--- config.mk ---
export PLATFORM = sky130hd
export DESIGN_NAME = pad_arbiter
export DESIGN_NICKNAME = d
export VERILOG_FILES = /design/src/rtl/gameboy_pkg.sv /design/src/rtl/lock_timer.sv /design/src/rtl/pad_arbiter.sv
export SDC_FILE = /design/constraint.sdc
export NUM_CORES = 1
export LEC_CHECK = 0
export ABC_AREA = 0
export BUFFER_PORTS_ARGS = -buffer_cell sky130_fd_sc_hd__buf_2
export CAP_MARGIN = 20
export CORE_UTILIZATION = 45
export CTS_CLUSTER_SIZE = 30
export DETAILED_ROUTE_END_ITERATION = 12
export MAX_ROUTING_LAYER = met4
export PLACE_DENSITY = 0.66
export REMOVE_ABC_BUFFERS = 1
export SLEW_MARGIN = 20
export SYNTH_ARGS = -nofsm -noshare
export SYNTH_HDL_FRONTEND = slang
export SYNTH_HIERARCHICAL = 1
export SYNTH_SLANG_ARGS = --single-unit
--- constraint.sdc ---
create_clock -name clock -period 3.9 [get_ports clock]
set_input_delay 0.585 -clock clock [delete_from_list [all_inputs] [get_ports clock]]
set_output_delay 0.585 -clock clock [all_outputs]
set_load 0.005 [all_outputs]
--- src/rtl/gameboy_pkg.sv ---
// Shared encodings for the gameboy character core and its pad arbiter.
// Button, mode, action and arbiter-state codes live here so both sides agree.
package gameboy_pkg;

    typedef enum logic [1:0] {
        BTN_FIGHT = 2'd0,
        BTN_REACT = 2'd1,
        BTN_A     = 2'd2,
        BTN_B     = 2'd3
    } btn_e;

    typedef enum logic [1:0] {
        MODE_IDLE  = 2'd0,
        MODE_FIGHT = 2'd1,
        MODE_REACT = 2'd2
    } mode_e;

    typedef enum logic [2:0] {
        ACT_KICK  = 3'b000,
        ACT_PUNCH = 3'b001,
        ACT_JUMP  = 3'b010,
        ACT_DUCK  = 3'b011,
        ACT_RUN   = 3'b100
    } action_e;

    typedef enum logic [1:0] {
        ST_ARB  = 2'd0,
        ST_LOCK = 2'd1,
        ST_EXIT = 2'd2
    } arb_state_e;

    // Button that enters (and leaves) a given locked mode.
    function automatic btn_e mode_btn(input mode_e m);
        return (m == MODE_REACT) ? BTN_REACT : BTN_FIGHT;
    endfunction

endpackage

--- src/rtl/lock_timer.sv ---
// Owner-idle counter for a locked mode; expire marks the last idle cycle
// before the arbiter must inject the exit press itself.
module lock_timer #(
    parameter int TIMEOUT = 16
) (
    input  logic clock,
    input  logic reset,
    input  logic clear,
    input  logic run,
    output logic expire
);

    localparam int CW = $clog2(TIMEOUT);
    localparam logic [CW-1:0] LAST = CW'(TIMEOUT - 1);

    logic [CW-1:0] cnt_q, cnt_d;

    always_comb begin
        cnt_d = cnt_q;
        if (clear) begin
            cnt_d = '0;
        end else if (run) begin
            cnt_d = cnt_q + CW'(1);
        end
    end

    // Never wraps: the arbiter leaves LOCK on the cycle this fires.
    assign expire = run && !clear && (cnt_q == LAST);

    always_ff @(posedge clock or negedge reset) begin
        if (!reset) begin
            cnt_q <= '0;
        end else begin
            cnt_q <= cnt_d;
        end
    end

endmodule

--- src/rtl/pad_arbiter.sv ---
// Shares the character core between two pads: round-robin while idle, exclusive
// ownership while in FIGHT/REACT, with a forced exit after the owner goes idle.
module pad_arbiter
    import gameboy_pkg::*;
#(
    parameter int TIMEOUT = 16
) (
    input  logic       clock,
    input  logic       reset,
    input  logic [1:0] req_valid,
    input  logic [1:0] req_btn0,
    input  logic [1:0] req_btn1,
    output logic [1:0] req_ready,
    output logic [1:0] core_btn,
    output logic       core_en,
    output logic [1:0] mode,
    output logic       locked,
    output logic       owner
);

    arb_state_e state_q, state_d;
    mode_e      mode_q, mode_d;
    logic       rr_q, rr_d;
    logic       owner_q, owner_d;
    logic       core_en_q, core_en_d;
    logic [1:0] core_btn_q, core_btn_d;

    logic       xfer;
    logic       gidx;
    logic [1:0] pbtn;
    logic       expire;
    logic       strobe_src;

    always_comb begin
        req_ready = '0;
        if (reset) begin
            case (state_q)
                ST_ARB: begin
                    if (&req_valid) begin
                        req_ready = rr_q ? 2'b10 : 2'b01;
                    end else begin
                        req_ready = req_valid;
                    end
                end
                ST_LOCK: req_ready[owner_q] = req_valid[owner_q];
                default: req_ready = '0;
            endcase
        end
    end

    assign xfer = |req_ready;
    assign gidx = req_ready[1];
    assign pbtn = gidx ? req_btn1 : req_btn0;

    lock_timer #(.TIMEOUT(TIMEOUT)) u_timer (
        .clock  (clock),
        .reset  (reset),
        .clear  ((state_q != ST_LOCK) || xfer),
        .run    (state_q == ST_LOCK),
        .expire (expire)
    );

    always_comb begin
        state_d    = state_q;
        mode_d     = mode_q;
        rr_d       = rr_q;
        owner_d    = owner_q;
        core_en_d  = 1'b0;
        core_btn_d = core_btn_q;
        case (state_q)
            ST_ARB: begin
                if (xfer) begin
                    core_en_d  = 1'b1;
                    core_btn_d = pbtn;
                    rr_d       = ~gidx;
                    if (pbtn == BTN_FIGHT) begin
                        mode_d  = MODE_FIGHT;
                        owner_d = gidx;
                        state_d = ST_LOCK;
                    end else if (pbtn == BTN_REACT) begin
                        mode_d  = MODE_REACT;
                        owner_d = gidx;
                        state_d = ST_LOCK;
                    end
                end
            end
            ST_LOCK: begin
                if (xfer) begin
                    if (pbtn == mode_btn(mode_q)) begin
                        core_en_d  = 1'b1;
                        core_btn_d = pbtn;
                        mode_d     = MODE_IDLE;
                        rr_d       = ~owner_q;
                        state_d    = ST_ARB;
                    end else if (pbtn == BTN_A || pbtn == BTN_B) begin
                        core_en_d  = 1'b1;
                        core_btn_d = pbtn;
                    end
                    // Cross-mode press is consumed without reaching the core.
                end else if (expire) begin
                    state_d = ST_EXIT;
                end
            end
            ST_EXIT: begin
                core_en_d  = 1'b1;
                core_btn_d = mode_btn(mode_q);
                mode_d     = MODE_IDLE;
                rr_d       = ~owner_q;
                state_d    = ST_ARB;
            end
            default: state_d = ST_ARB;
        endcase
    end

    always_ff @(posedge clock or negedge reset) begin
        if (!reset) begin
            state_q    <= ST_ARB;
            mode_q     <= MODE_IDLE;
            rr_q       <= 1'b0;
            owner_q    <= 1'b0;
            core_en_q  <= 1'b0;
            core_btn_q <= 2'd0;
        end else begin
            state_q    <= state_d;
            mode_q     <= mode_d;
            rr_q       <= rr_d;
            owner_q    <= owner_d;
            core_en_q  <= core_en_d;
            core_btn_q <= core_btn_d;
        end
    end

    assign core_btn = core_btn_q;
    assign core_en  = core_en_q;
    assign mode     = mode_q;
    assign locked   = (mode_q != MODE_IDLE);
    assign owner    = owner_q;

    // A strobe originates from a pad transfer or from the injected exit press.
    assign strobe_src = xfer || (state_q == ST_EXIT);

    ap_ready_onehot: assert property (@(posedge clock) disable iff (!reset)
        $onehot0(req_ready));

    ap_en_pair: assert property (@(posedge clock) disable iff (!reset)
        (core_en_q && $past(core_en_q)) |-> ($past(strobe_src) && $past(strobe_src, 2)));

endmodule

==> results.ini <==
[run_status]
status = complete, no violations

[global_routing]
grt_antenna_before_repair = 0
grt_use_total_pct = 21.4
grt_max_degree = 17
grt_pass1_wl_mm = 3.92
grt_pass1_vias = 859
grt_overflow = 0

[place]
portBuffers = 16
gp_congestion = 0.879
hpwlAfterDp_mm = 1.63

[clock_network]
path_clk_slew_ns = 0.08
clock_path_buffers = 2
clock_latency_ns = 0.27
holdBufCountCts = 0
cts_made_buffers = 3
htree_levels = 1
postCtsSetupBuffers = 0
cts_root_buffer = clkbuf_4
clkSinkCount = 13
post_cts_resized = 0
cts_tree = built

[setup_path]
startpoint_type = flip-flop
crit_fanout = 16
rrSetupSlack_ns = 0.92
r2r-end = state_q[0]$_DFFE_PN0P_
slowest_delay_ns = 0.42
worst_ep_required_time_ns = 4.07
rr_worst_depth = 13
critical_path.slowest_cell = dfrtp_1
crit_type = reg -> reg
worstPathCellList = inv_1, ha_1, inv_2, nor2_1, o211ai_2, inv_1, nor2_1, nand2_1, nor2b_1, and4_1, nand3_1, and3_1, o22a_1
crit_arrival_ns = 3.15
r2r-start = state_q[1]$_DFFE_PN0P_
critPathCaptureType = flip-flop

[timing]
finalCritPeriodShare_pct = 76.5
finalSetupViolations = 0
slew_viol_final = 0
slew-limit-headroom_pct = 54.9
fmax_mhz = 335
fin_worst_skew_ns = 0.00380
hold_viol_final = 0
tightest_slew_ns = 0.676
period_minus_slack_ns = 2.98
finalSetupTns_ns = 0
rsz0062_at_grt = no

[power]
peakVddDrop_mv = 0.337
p_per_area_mw_per_mm2 = 577
power.total_uw = 657
power_leakage_uw = 0.000531

[floorplan]
coreArea_mm2 = 0.00204
rows = 16
pin_count = 17
die_w_um = 49.7
dieArea_mm2 = 0.00247
start_util_pct = 50.1
die_h_um = 49.7

[synth]
ys_async_sr_fraction_pct = 100
synth_cells = 108
synth-seq-cells = 13
synth_top_family_by_area = compound AO/OA/AOI/OAI gates
yosys_warnings = 6
ys.flop_type = dfrtp_1
synth_compound_area_share_pct = 23.0
ys_seq_area_share_pct = 31.8
synth-simple-area-share_pct = 22.9
synth_area_mm2 = 0.00102
syn_avg_cell_area_um2 = 9.48
synthAdderAreaFrac_pct = 6.11
ys_types = 43
synth.area.mux_share_pct = 7.95
synth-edff-count = 0
synthXorXnorAreaFrac_pct = 2.57

[detailed_routing]
viasPerCell = 5.52
vias = 839
avgRoutedWirePerCell_um = 14.0
drc = 0
drt_iter0_markers = 15
finalWirelength_mm = 2.13
final_antenna_net_count = 0
drtPass1Iterations = 4

[final_layout]
nets = 139
mostFrequentLayoutCell = buf_2
n_antenna_cell = 0
syn2layout_area_growth_pct = 11.1
final_cell_mix = buf_2, dfrtp_1, nor2_1, a21oi_1
drive_gt1_share_pct = 27.2

[hold_path]
hold_path_class = in -> async

[flow_run]
maxCapViolations = 0

[Yosys cell counts, types with 3 or more instances]
master | instances | share of area, %
o21ai_0 | 3 | 1.5
nor3_1 | 3 | 1.5
a21oi_1 | 12 | 5.9
mux2_1 | 5 | 5.5
dfrtp_1 | 13 | 32
xnor2_1 | 3 | 2.6
inv_1 | 5 | 1.8
nand2_1 | 5 | 1.8
nor2_1 | 12 | 4.4
ha_1 | 5 | 6.1
nand3_1 | 4 | 2.0
[flip-flops by register name, summed over array words and instances, names as in the netlist]
signal	count
u_timer/cnt_q	4
core_btn	2
mode	2
state_q	2
core_en	1
owner	1
rr_q	1
[worst max path at each step]
stage / startpoint / end / slack (ns) / depth (start not counted)
6_report: state_q[1]$_DFFE_PN0P_ / state_q[0]$_DFFE_PN0P_ / 0.92 / 13
5_1_grt: state_q[1]$_DFFE_PN0P_ / state_q[0]$_DFFE_PN0P_ / 0.56 / 13
4_1_cts: state_q[1]$_DFFE_PN0P_ / state_q[0]$_DFFE_PN0P_ / 0.92 / 13
3_5_place_dp: state_q[1]$_DFFE_PN0P_ / state_q[0]$_DFFE_PN0P_ / 0.94 / 13
3_3_place_gp: state_q[1]$_DFFE_PN0P_ / state_q[0]$_DFFE_PN0P_ / 1.05 / 13
2_1_floorplan: state_q[1]$_DFFE_PN0P_ / state_q[0]$_DFFE_PN0P_ / 1.31 / 13
[worst max-delay path: cells and delay by family, from the launching register on]
family,cells,cell delay (ns)
AND/OR/NAND/NOR,7,1.16
AO/OA/AOI/OAI,2,0.51
flip-flops,1,0.42
buffers and inverters,3,0.37
adder cells (fa/ha/maj),1,0.42
[metal layers]
| metal | vias up | track usage [%] | wire [um] |
|---|---|---|---|
| li1 | 421 | - | - |
| met1 | 401 | 28.4 | 1050 |
| met2 | 15 | 32.4 | 993 |
| met3 | 2 | 3.09 | 69 |
| met4 | 0 | 9.05 | 14 |
| met5 | - | - | 0 |
[report_power, final]
part	internal (uW)	switching [uW]
combinational	167	200
sequential	172	33.6
clock	38.0	45.5
[logic make-up (layout without fill, tap and decap cells)]
kind of cell,Yosys count,after routing
XOR/XNOR,3,3
multiplexers,7,7
flip-flops,13,13
adder cells (fa/ha/maj),5,5
AND/OR/NAND/NOR,39,39
buffers and inverters,10,27
AO/OA/AOI/OAI,31,31
[cell type report]
class,instances,area [um^2]
clock inverters,1,5.00
multi-input cells,85,639
repair buffers,16,80.1
clock buffers,3,22.5
fillers,204,905
inverters,7,31.3
flip-flops and latches,13,325
well taps,27,33.8
[per-stage QoR]
stage	setup WS [ns]	cell area, um^2	hold WS [ns]	util, %	instances
final	0.916	1140	0.203	55.7	152
after global routing	0.557	1140	0.216	55.7	152
after CTS	0.916	1140	0.207	55.7	152
after detailed placement	0.938	1110	0.475	54.4	148
after global placement	1.05	1110	0.465	54.4	148
after floorplan	1.31	996	0.289	-	105
Note: power is estimated with default switching activity, not from simulation.
